`config.mk`:
```
export PLATFORM = sky130hd
export DESIGN_NAME = calc_sequencer
export DESIGN_NICKNAME = d
export VERILOG_FILES = /design/src/rtl/calc_pkg.sv /design/src/rtl/key_edge.sv /design/src/rtl/calc_sequencer.sv
export SDC_FILE = /design/constraint.sdc
export NUM_CORES = 1
export LEC_CHECK = 0
export ABC_AREA = 1
export CAP_MARGIN = 20
export CELL_PAD_IN_SITES_DETAIL_PLACEMENT = 0
export CELL_PAD_IN_SITES_GLOBAL_PLACEMENT = 2
export CORE_MARGIN = 2
export CORE_UTILIZATION = 38
export DETAILED_ROUTE_END_ITERATION = 10
export DONT_BUFFER_PORTS = 1
export GPL_TIMING_DRIVEN = 0
export PLACE_DENSITY_LB_ADDON = 0.1
export SLEW_MARGIN = 30
export SYNTH_ARGS = -nofsm -noshare
export SYNTH_HDL_FRONTEND = slang
export SYNTH_SLANG_ARGS = --single-unit
export TNS_END_PERCENT = 5
```
`constraint.sdc`:
```
create_clock -name clk -period 2.35 [get_ports clk]
set_input_delay 0.47 -clock clk [delete_from_list [all_inputs] [get_ports clk]]
set_output_delay 0.47 -clock clk [all_outputs]
set_load 0.005 [all_outputs]
```
`src/rtl/calc_pkg.sv`:
```
// Shared definitions for the calculator: state codes (also decoded by the display
// multiplexor), operand sizing, operator codes (shared with the ALU) and a digit helper.
package calc_pkg;

    localparam int NUM_DIGITS = 4;
    localparam int BCD_W      = 4 * NUM_DIGITS;

    typedef enum logic [1:0] {
        S_NUM1   = 2'd0,
        S_NUM2   = 2'd1,
        S_CALC   = 2'd2,
        S_RESULT = 2'd3
    } state_t;

    localparam logic [1:0] OP_ADD = 2'b00;
    localparam logic [1:0] OP_SUB = 2'b01;
    localparam logic [1:0] OP_MUL = 2'b10;
    localparam logic [1:0] OP_DIV = 2'b11;

    // Append one BCD digit on the right; the leftmost digit falls off.
    function automatic logic [BCD_W-1:0] shift_digit(input logic [BCD_W-1:0] opnd,
                                                     input logic [3:0]       digit);
        return {opnd[BCD_W-5:0], digit};
    endfunction

endpackage

```
`src/rtl/key_edge.sv`:
```
// Registered rising-edge detector on the keyboard level: one key_evt per press,
// however long the key is held.
module key_edge (
    input  logic clk,
    input  logic rst,
    input  logic btn_press,
    output logic key_evt
);

    logic btn_q;

    always_ff @(posedge clk or negedge rst) begin
        if (!rst) btn_q <= 1'b0;
        else      btn_q <= btn_press;
    end

    assign key_evt = btn_press & ~btn_q;

endmodule

```
`src/rtl/calc_sequencer.sv`:
```
// Turns key events into BCD operands and an operator, then times the capture of the
// combinational ALU result. curr_state exposes the FSM state to the display mux.
module calc_sequencer
    import calc_pkg::*;
#(
    parameter int NUM_DIGITS = 4,
    parameter int ALU_LAT    = 1
) (
    input  logic             clk,
    input  logic             rst,
    input  logic             btn_press,
    input  logic             is_num,
    input  logic             is_op,
    input  logic             is_eq,
    input  logic [3:0]       num_val,
    input  logic [1:0]       op_val,
    input  logic [BCD_W-1:0] alu_result,
    output logic [BCD_W-1:0] num1_bcd,
    output logic [BCD_W-1:0] num2_bcd,
    output logic [1:0]       operation,
    output logic [BCD_W-1:0] result_bcd,
    output logic [1:0]       curr_state
);

    localparam int DCW = $clog2(NUM_DIGITS + 1);
    localparam int LCW = (ALU_LAT > 1) ? $clog2(ALU_LAT) : 1;
    localparam logic [DCW-1:0] DIG_FULL  = DCW'(NUM_DIGITS);
    localparam logic [LCW-1:0] LAT_START = LCW'(ALU_LAT - 1);

    state_t           state, state_n;
    logic [BCD_W-1:0] num1, num1_n, num2, num2_n, result, result_n;
    logic [1:0]       op, op_n;
    logic [DCW-1:0]   cnt1, cnt1_n, cnt2, cnt2_n;
    logic [LCW-1:0]   calc_cnt, calc_cnt_n;
    logic             key_evt;
    logic             ev_num, ev_op, ev_eq, digit_ok;

    key_edge u_key_edge (
        .clk       (clk),
        .rst       (rst),
        .btn_press (btn_press),
        .key_evt   (key_evt)
    );

    // Class priority: num > op > eq; an event with no class flag decodes to nothing.
    assign ev_num   = key_evt & is_num;
    assign ev_op    = key_evt & ~is_num & is_op;
    assign ev_eq    = key_evt & ~is_num & ~is_op & is_eq;
    assign digit_ok = (num_val <= 4'd9);

    always_ff @(posedge clk or negedge rst) begin
        if (!rst) begin
            state    <= S_NUM1;
            num1     <= '0;
            num2     <= '0;
            result   <= '0;
            op       <= OP_ADD;
            cnt1     <= '0;
            cnt2     <= '0;
            calc_cnt <= '0;
        end else begin
            state    <= state_n;
            num1     <= num1_n;
            num2     <= num2_n;
            result   <= result_n;
            op       <= op_n;
            cnt1     <= cnt1_n;
            cnt2     <= cnt2_n;
            calc_cnt <= calc_cnt_n;
        end
    end

    always_comb begin
        state_n    = state;
        num1_n     = num1;
        num2_n     = num2;
        result_n   = result;
        op_n       = op;
        cnt1_n     = cnt1;
        cnt2_n     = cnt2;
        calc_cnt_n = calc_cnt;
        case (state)
            S_NUM1: begin
                if (ev_num) begin
                    if (digit_ok && cnt1 != DIG_FULL) begin
                        num1_n = shift_digit(num1, num_val);
                        cnt1_n = cnt1 + 1'b1;
                    end
                end else if (ev_op) begin
                    op_n    = op_val;
                    num2_n  = '0;
                    cnt2_n  = '0;
                    state_n = S_NUM2;
                end
            end
            S_NUM2: begin
                if (ev_num) begin
                    if (digit_ok && cnt2 != DIG_FULL) begin
                        num2_n = shift_digit(num2, num_val);
                        cnt2_n = cnt2 + 1'b1;
                    end
                end else if (ev_op) begin
                    op_n = op_val;
                end else if (ev_eq && cnt2 != '0) begin
                    calc_cnt_n = LAT_START;
                    state_n    = S_CALC;
                end
            end
            S_CALC: begin
                // Operands and operator are frozen here so the ALU path can settle.
                if (calc_cnt == '0) begin
                    result_n = alu_result;
                    state_n  = S_RESULT;
                end else begin
                    calc_cnt_n = calc_cnt - 1'b1;
                end
            end
            S_RESULT: begin
                if (ev_num) begin
                    if (digit_ok) begin
                        num1_n   = {{(BCD_W-4){1'b0}}, num_val};
                        cnt1_n   = DCW'(1);
                        num2_n   = '0;
                        cnt2_n   = '0;
                        result_n = '0;
                        state_n  = S_NUM1;
                    end
                end else if (ev_op) begin
                    // A result used as an operand counts as a full entry.
                    num1_n  = result;
                    cnt1_n  = DIG_FULL;
                    op_n    = op_val;
                    num2_n  = '0;
                    cnt2_n  = '0;
                    state_n = S_NUM2;
                end else if (ev_eq) begin
                    num1_n     = result;
                    calc_cnt_n = LAT_START;
                    state_n    = S_CALC;
                end
            end
            default: state_n = S_NUM1;
        endcase
    end

    assign num1_bcd   = num1;
    assign num2_bcd   = num2;
    assign operation  = op;
    assign result_bcd = result;
    assign curr_state = state;

endmodule

```
==> results of run 1 <==
-- flip-flops by register name, indices dropped and copies added, names as in the netlist --
register / count
num1_bcd: 16
num2_bcd: 16
result_bcd: 16
cnt1: 3
cnt2: 3
curr_state: 2
operation: 2
u_key_edge.btn_q: 1
-- logic make-up after synthesis --
kind of cell,synth area share
adders and majority gates,0.0152
AOI/OAI and AO/OA,0.0587
buffers and inverters,0.0830
DFF,0.447
xor gates and xnor gates,0.00531
and+or+nand+nor,0.391
-- worst max-delay path, delay by kind of cell (launching register included) --
family | cells | cell delay (ps)
DFF | 1 | 430
and+or+nand+nor | 5 | 900
buffers and inverters | 2 | 610
-- power by group through the flow --
stage	registers, W	logic, W	clock network (W)
final	0.00187	0.00227	0.000924
after global placement	0.00189	0.00224	0
after global routing	0.00193	0.00260	0.00100
after floorplan	0.00175	0.00170	0
after detailed placement	0.00189	0.00226	0
after CTS	0.00188	0.00230	0.000954
-- path summary, 6_finish.rpt --
check	from	end	slack (ps)	depth (start not counted)
max in group asynchronous	rst	num2_bcd[3]	1430	2
min in group asynchronous	rst	result_bcd[15]	650	2
max reg2reg	curr_state[1]	num1_bcd[10]	350	7
min reg2reg	num1_bcd[13]	num1_bcd[13]	490	2
min	btn_press	u_key_edge.btn_q	150	0
max	curr_state[1]	num1_bcd[10]	350	7
-- cell type report --
cell class / instances / area share
well taps: 108 / 0.0368
inverters: 41 / 0.0420
clock buffers: 10 / 0.0348
repair buffers: 2 / 0.0102
plain buffers: 27 / 0.0327
flip-flops and latches: 59 / 0.402
multi-input cells: 323 / 0.423
clock inverters: 6 / 0.0181
-- cell usage in the layout (no fill, tap or decap) --
| cell | instances |
|---|---|
| dlygate4sd3_1 | 1 |
| buf_16 | 1 |
| nor2_1 | 12 |
| ha_1 | 4 |
| nand2_2 | 3 |
| buf_1 | 1 |
| nor2_2 | 1 |
| nand4_1 | 39 |
| nand2_4 | 1 |
| a21oi_1 | 1 |
| nor3_2 | 1 |
| clkbuf_8 | 9 |
| clkinv_2 | 1 |
| buf_2 | 8 |
| xor2_1 | 1 |
| inv_1 | 38 |
| nand3_2 | 3 |
| o21bai_1 | 2 |
| xnor2_1 | 1 |
| clkinvlp_4 | 3 |
| o21ai_0 | 33 |
| bufinv_16 | 1 |
| clkinv_4 | 1 |
| inv_2 | 3 |
| nand3_1 | 67 |
| clkbuf_2 | 1 |
| buf_4 | 2 |
| a21oi_2 | 1 |
| dfrtp_1 | 59 |
| nor2_4 | 2 |
| nand2_1 | 151 |
| clkbuf_1 | 16 |
-- layer usage --
metal,track usage,share of wire
met2,0.349,0.49
met1,0.271,0.43
met5,0,0
met3,0.0561,0.055
met4,0.0844,0.021
-- through the flow --
stage               total power [W]  cell area, um2
finish                      0.00506            3670
global route                0.00552            3670
CTS                         0.00513            3670
detailed placement          0.00416            3440
global placement            0.00413            3440
floorplan                   0.00345            3300
-- timing repair --
item / 4_1_cts / 5_1_grt
endpoints found under the hold margin: 59 / 0
hold buffers: 2 / 0
resized for setup: 0 / 0
==> impl_results.md, run 1 <==
* Relative slew slack at 0.670
* Nature of the critical path startpoint: flip-flop
* CP Cell Sequence: buf_2 -> nor2_1 -> nor2_2 -> nor2_4 -> clkbuf_1 -> nand4_1 -> nand2_1
* Top-area cell type share of the netlist area at 0.447
* Largest stage delay, worst path at between 400 and 500 ps
* Sequential share of power at 0.369
* H-tree depth at 3
* Unrepaired setup endpoints after global routing: no
* GP Congestion at between 0.8 and 0.9
* Area growth, synth to finish at 11.1%
* N_diodes at 0
* Clock skew at just under 10 ps
* FF+latch count, synth at a little under 60
* Multi-input logic area at ~1600 um2
* I/O Buffers at 0
* Root buffer cell: clkbuf_8
* WL/cell at roughly 17 um
* Mean Syn Cell Area at ~7.3 um2
* Final hold vios at 0
* DIE AREA at around 9500 um2
* CP Class: flip-flop to flip-flop
* Max-slew violations at 0
* Die Ht at ~97 um
* Vias in the first global route at just under 3000
* Fin nets at 495
* Drt first pass iters at 4
* Distinct cells, synth at 25
* DRC viols at 0
* Maximum clock path buffer count at 2
* Synth warn at 0
* Gr ovfl total at 0
* PnR worst setup slack at 346 ps
* Seq/Total Area, Yosys at 0.447
* Share of cells above drive strength 1 at 0.0897
* Worst hold-check path type: primary input to flip-flop
* Ys flop type: dfrtp_1
* Crit end category: flip-flop
* Sink Count at 59
* Power Density at around 1400 nW/um2
* CTS tree: built
* Commonest cells in the synthesized netlist: nand2_1, nand3_1, dfrtp_1, nand4_1, inv_1
* DR vias at between 3000 and 4000
* Gate Count Post-Synth at 450
* Place WS at approximately 340 ps
* Worst path required time at 2620 ps
* # IOs at 80
* Fin cells at 576
* Fmax at around 500 MHz
* TritonCTS Buffers at 9
* Post-synth EDFFs at 0
* Run status: complete, no violations
* Leakage at roughly 1.9 nW
* Post-synth top area cell: dfrtp_1
* First-pass GRT wire length at roughly 16000 um
* Sw power at between 0.002 and 0.0025 W
* Final WL at approximately 9900 um
* Sw Ratio at 0.480
* Initial antenna violation count at 0
* Minimum clock period at between 2000 and 2500 ps
* Post-synthesis async set-or-reset flop share at 1.00
* Global-route usage over all layers at 0.214
* Register Area at roughly 1500 um2
* Fin Setup TNS at 0 ps
* # rows at 34
* 1st-iter DRT viols at between 100 and 150
* Syn_nets at a little under 500
* Clock power frac at 0.183
* Comb pwr share at 0.448
* Worst-path maximum fanout at 10
* Final period util at 0.853
* Most frequent cell after synthesis: nand2_1
* Antenna violation net count after detailed routing at 0
* DP HPWL at 7050 um
* Mean number of vias per cell at 5.35
* CP arrival at 2280 ps
* Final hold slack at ~150 ps
* Dominant cells by area after synthesis: dfrtp_1, nand2_1, nand3_1
* Slowest CP cell: dfrtp_1
* Reg clk slew, reported paths at 70 ps
* Dpl cells at about 560
* Clock latency on the worst-skew pair at roughly 340 ps
* Core area at 8550 um2
* Largest net degree at the start of global routing at 60
* Worst-margin pin slew at about 500 ps
* # fillers at 893
* Post-Syn Area at between 3000 and 4000 um2
* Initial core utilization at 0.386
* Max cap viols at 0
* Fin util at 0.429
* Post-CTS Setup Bufs at 0
* Die width at 97.2 um
* Int Power at approximately 0.0026 W
* Peak VDD IR at a little over 0.4 mV
* Final Setup Violations at 0
No activity file was read; power rests on OpenSTA's default activity.
==> run 2, diff against run 1 <==
Settings changed: CORE_MARGIN 2 to unset, HOLD_SLACK_MARGIN set to 0.1.
==> run 2 against run 1 <==
  * Sequential share of layout area about the same
  * Die area decreased by 4.1%
  * Total power increased by 0.14%
  * Cell count decreased by 0.52%
  * Critical path type unchanged
  * Critical endpoint is now num1_bcd[14]
  * Largest power group unchanged
  * Highest routed layer unchanged
==> impl_results.md, run 2 (synthesis gave the netlist of run 1 again) <==
* Power Density at roughly 1400 nW/um2
* Dpl cells at roughly 560
* R2R cell count at 7
* Reg2reg end: num1_bcd[14]
* Sw Ratio at 0.480
* Crit path from: curr_state[1]
* WL/cell at between 15 and 20 um
* Minimum clock period at between 1500 and 2000 ps
* Most frequent cells in the layout: nand2_1, nand3_1, dfrtp_1, nand4_1, inv_1
* # fillers at approximately 860
* Fin Setup TNS at 0 ps
* Area growth, synth to finish at 11.2%
* CTS tree: built
* Fin nets at 495
* Peak VDD IR at 0.487 mV
* Multi-input logic area at approximately 1600 um2
* I/O Buffers at 0
* Sequential share of power at 0.365
* Reg clk slew, reported paths at approximately 70 ps
* Fmax at around 500 MHz
* # IOs at 80
* Global-route usage over all layers at 0.227
* Worst path required time at 2630 ps
* Post-CTS Setup Bufs at 0
* Sink Count at 59
* Mean number of vias per cell at approximately 5.3
* Commonest non-fill, non-tap cell in the layout: nand2_1
* DIE AREA at approximately 9000 um2
* CP Class: flip-flop to flip-flop
* 1st-iter DRT viols at roughly 100
* DP HPWL at 6750 um
* Worst hold-check path type: primary input to flip-flop
* Sw power at roughly 0.0024 W
* Power consumption at between 0.005 and 0.006 W
* Relative slew slack at 0.607
* Gr ovfl total at 0
* CTS Hold Bufs at 2
* GP Congestion at 0.794
* Unrepaired setup endpoints after global routing: no
* Comb pwr share at 0.444
* H-tree depth at 3
* Initial core utilization at 0.398
* Fin cells at between 500 and 600
* Register Area at between 1000 and 1500 um2
* Max-slew violations at 0
* Nature of the critical path startpoint: flip-flop
* Clock power frac at 0.190
* Int Power at approximately 0.0026 W
* Reg2reg start: curr_state[1]
* Crit end category: flip-flop
* First-pass GRT wire length at around 15000 um
* Vias in the first global route at between 2000 and 3000
* Worst Setup EP: num1_bcd[14]
* # rows at 33
* DR vias at about 3000
* PnR worst setup slack at ~360 ps
* Final hold vios at 0
* Leakage at roughly 1.9 nW
* Final WL at slightly below 10000 um
* Maximum clock path buffer count at 2
* Die Ht at around 95 um
* Max cap viols at 0
* R2r setup slk at 360 ps
* Die width at 95.2 um
* CP arrival at roughly 2300 ps
* Final Setup Violations at 0
* Share of cells above drive strength 1 at 0.0919
* Run status: complete, no violations
* N_diodes at 0
* Worst-margin pin slew at roughly 590 ps
* Worst-path maximum fanout at 10
* Antenna violation net count after detailed routing at 0
* DRC viols at 0
* Core area at roughly 8300 um2
* Drt first pass iters at 5
* Clock skew at 8.09 ps
* Place WS at about 350 ps
* Final hold slack at roughly 150 ps
* TritonCTS Buffers at 9
* Post-cts sizing count at 0
* Root buffer cell: clkbuf_8
* Largest net degree at the start of global routing at 60
* Final period util at 0.847
* Clock latency on the worst-skew pair at between 300 and 400 ps
* Initial antenna violation count at 0
==> run 2: cell count changes in the layout (fill, tap and decap cells not counted) <==
cell | previous run | this run
clkinv_4 | 1 | 3
clkinvlp_4 | 3 | 1
inv_6 | 0 | 1
clkbuf_1 | 16 | 15
==> run 2: cell type report <==
class	count	area share
Buffer	27	0.0327
Multi-Input combinational cell	323	0.422
Inverter	41	0.0419
Clock buffer	9	0.0337
Clock inverter	7	0.0211
Tap cell	105	0.0358
Timing Repair Buffer	2	0.0102
Sequential cell	59	0.402
==> run 2: metal layers <==
layer / vias to the layer above / global-route usage / part of all wire
met2: 78 / 0.392 / 0.50
li1: 1519 / - / -
met5: - / 0 / 0
met4: 0 / 0.0783 / 0.022
met3: 13 / 0.0726 / 0.057
met1: 1426 / 0.263 / 0.42
==> run 2: worst max-delay path, stage by stage, from the launching register on <==
cell and delay, ps:
dfrtp_1 430, buf_2 220, nor2_1 250, nor2_2 110
nor2_4 230, clkbuf_1 410, nand4_1 170, nand2_1 100
==> run 2: worst min-delay path by stage <==
stage	startpoint	to	slack [ps]	cells after the start
floorplan	rst	cnt1[0]	170	0
global placement	rst	result_bcd[11]	180	0
detailed placement	rst	result_bcd[11]	180	0
CTS	btn_press	u_key_edge.btn_q	140	0
global route	btn_press	u_key_edge.btn_q	130	0
finish	btn_press	u_key_edge.btn_q	150	0
==> run 2: power by group through the flow <==
stage	Sequential, W	Clock, W	Combinational [W]
final	0.00185	0.000963	0.00225
after floorplan	0.00175	0	0.00170
after detailed placement	0.00188	0	0.00225
after global placement	0.00187	0	0.00224
after CTS	0.00186	0.000993	0.00230
after global routing	0.00192	0.00104	0.00259
==> run 2: stage by stage <==
stage               cell area [um2]  utilization
floorplan                      3300            -
global placement               3430        0.414
detailed placement             3430        0.414
CTS                            3670        0.442
global route                   3670        0.442
finish                         3670        0.442
==> run 3, diff against run 2 <==
Settings changed: ABC_AREA 1 to 0, CORE_UTILIZATION 38 to 35.
Clock period 2.35 ns to 1.8 ns, I/O delays scaled along.
==> run 3 against run 2 <==
  * Critical path depth did not move
  * Via count fell by 37%
  * Combinational power shrank 42%
  * Global-route usage fell by 4.3 points
  * Setup slack lost 350 ps
  * Hold slack improved by 6.5 ps
  * Utilization fell by 1.3 points
  * Sequential power grew 34%
  * Die area down 11%
  * Clock skew is 1.3 ps higher
  * Critical path type unchanged
  * Highest routed layer unchanged
==> impl_results.md, run 3 <==
* Power Density at ~1600 nW/um2
* Initial antenna violation count at 0
* DR vias at around 1900
* Relative slew slack at 0.505
* Final Setup Violations at 0
* Max-slew violations at 0
* Post-synth EDFFs at 0
* Gate Count Post-Synth at ~230
* Fin nets at 279
* Vias in the first global route at between 2000 and 2500
* # fillers at 686
* Run status: complete, no violations
* Reg clk slew, reported paths at 70 ps
* Largest net degree at the start of global routing at 60
* DP HPWL at about 4700 um
* CTS tree: built
* Leakage at 1.46 nW
* # IOs at 80
* Global-route usage over all layers at 0.184
* Dpl cells at 330
* Final hold vios at 0
* Unrepaired setup endpoints after global routing: yes
* Most frequent cell after synthesis: dfrtp_1
* Ys flop type: dfrtp_1
* Peak VDD IR at 0.609 mV
* Final WL at between 6000 and 7000 um
* Distinct cells, synth at 39
* Minimum clock period at around 1800 ps
* 1st-iter DRT viols at between 50 and 60
* Fin cells at approximately 350
* Commonest non-fill, non-tap cell in the layout: dfrtp_1
* Sink Count at between 50 and 60
* Syn_nets at 263
* TritonCTS Buffers at 9
* Final period util at 0.995
* Final hold slack at between 150 and 200 ps
* Gr ovfl total at 0
* WL/cell at ~19 um
* Worst path required time at between 2000 and 2500 ps
* Worst-margin pin slew at 738 ps
* CP arrival at 2000 ps
* Die Ht at ~90 um
* Maximum clock path buffer count at 2
* Clock latency on the worst-skew pair at around 330 ps
* Drt first pass iters at 4
* DIE AREA at between 8000 and 9000 um2
* Post-Syn Area at 2690 um2
* Most frequent cells in the layout: dfrtp_1, a22o_1, nand2_1, o21ai_0
* I/O Buffers at 0
* Max cap viols at 0
* Worst hold-check path type: primary input to flip-flop
* Clock skew at 9.36 ps
* Mean number of vias per cell at approximately 5.5
* Commonest cells in the synthesized netlist: dfrtp_1, a22o_1, nand2_1, o21ai_0
* GP Congestion at ~0.76
* Post-synthesis async set-or-reset flop share at 1.00
* Initial core utilization at 0.366
* Crit end category: flip-flop
* Fmax at roughly 560 MHz
* DRC viols at 0
* Die width at 89.6 um
* FF+latch count, synth at 59
* Antenna violation net count after detailed routing at 0
* Post-synth top area cell: dfrtp_1
* CP Class: flip-flop to flip-flop
* Mean Syn Cell Area at between 10 and 15 um2
* First-pass GRT wire length at about 11000 um
* Share of cells above drive strength 1 at 0.206
* Synth warn at 0
* N_diodes at 0
* H-tree depth at 3
* Nature of the critical path startpoint: flip-flop
* # rows at 31
* Seq/Total Area, Yosys at 0.550
* Top-area cell type share of the netlist area at 0.550
* Root buffer cell: clkbuf_8
* Core area at ~7300 um2
* Area growth, synth to finish at 17.3%
* Worst-path maximum fanout at 6
* Dominant cells by area after synthesis: dfrtp_1, a22o_1, mux2_1
## run 3: cell types whose count changed after synthesis, sizes merged, moves of 9 or more
cell	change
nand2	-123
mux2	+24
o21ai	-11
inv	-34
a22o	+33
nor2	-9
nand4	-38
clkbuf	-10
nand3	-69
## run 3: area by class of cell
type	instances	area (um2)	share of cell area
Buffer	15	133	0.0421
Clock buffer	12	145	0.0461
Clock inverter	4	50.0	0.0159
Inverter	7	26.3	0.00834
Multi-Input combinational cell	150	1130	0.360
Sequential cell	59	1480	0.469
Tap cell	99	124	0.0393
Timing Repair Buffer	5	62.6	0.0199
## run 3: where the power goes
group / switching [W] / internal (W)
clock network: 0.000520 / 0.000676
registers: 0.000586 / 0.00189
logic: 0.000623 / 0.000687
total: 0.00173 / 0.00325
## run 3: final timing paths
path	depth (start not counted)	start	slack (ps)	endpoint
max in group asynchronous	2	rst	990	num1_bcd[12]
min in group asynchronous	2	rst	540	curr_state[0]
min	1	alu_result[1]	160	result_bcd[1]
min reg2reg	1	num1_bcd[13]	520	num1_bcd[13]
max	7	u_key_edge.btn_q	9	num1_bcd[8]
max reg2reg	7	u_key_edge.btn_q	9	num1_bcd[8]
## run 3: critical path, cell delays in order, from the launching register on
cell,delay (ps)
dfrtp_1,370
and3b_1,200
buf_6,140
and2_4,130
buf_6,130
o21ai_4,160
buf_4,200
mux2_2,340
## run 3: per-stage QoR
step	util	setup TNS [ps]	setup slack [ps]	power, W	cell area [um2]
6_report	0.430	0	9.02	0.00498	3150
2_1_floorplan	-	0	55.0	0.00330	2690
3_5_place_dp	0.383	-9520	-322	0.00373	2810
5_1_grt	0.430	-630	-53.1	0.00540	3150
3_3_place_gp	0.383	-8810	-316	0.00366	2810
4_1_cts	0.425	-73.8	-26.7	0.00504	3110
## run 3: metal layers
| layer | track usage | up-vias | share of wire |
|---|---|---|---|
| li1 | - | 869 | - |
| met1 | 0.217 | 978 | 0.41 |
| met2 | 0.302 | 66 | 0.50 |
| met3 | 0.0658 | 8 | 0.078 |
| met4 | 0.0808 | 0 | 0.013 |
| met5 | 0 | - | 0 |
## run 3: repair_timing
item,CTS,global route
hold endpoints to repair,60,0
gates resized for setup,16,14
setup buffers,2,0
hold buffers,3,0
pin swaps,3,2
endpoints found under the setup margin,37,39
## run 3: kinds of logic (layout without fill, tap and decap cells)
logic type      count (synthesis)  count (layout)  share of synthesized area
fa+ha+maj                       4               4                     0.0186
buf+inv                        22              43                     0.0433
flops                          59              59                      0.550
compound gates                 66              66                      0.182
simple gates                   55              55                      0.102
mux                            25              25                      0.104
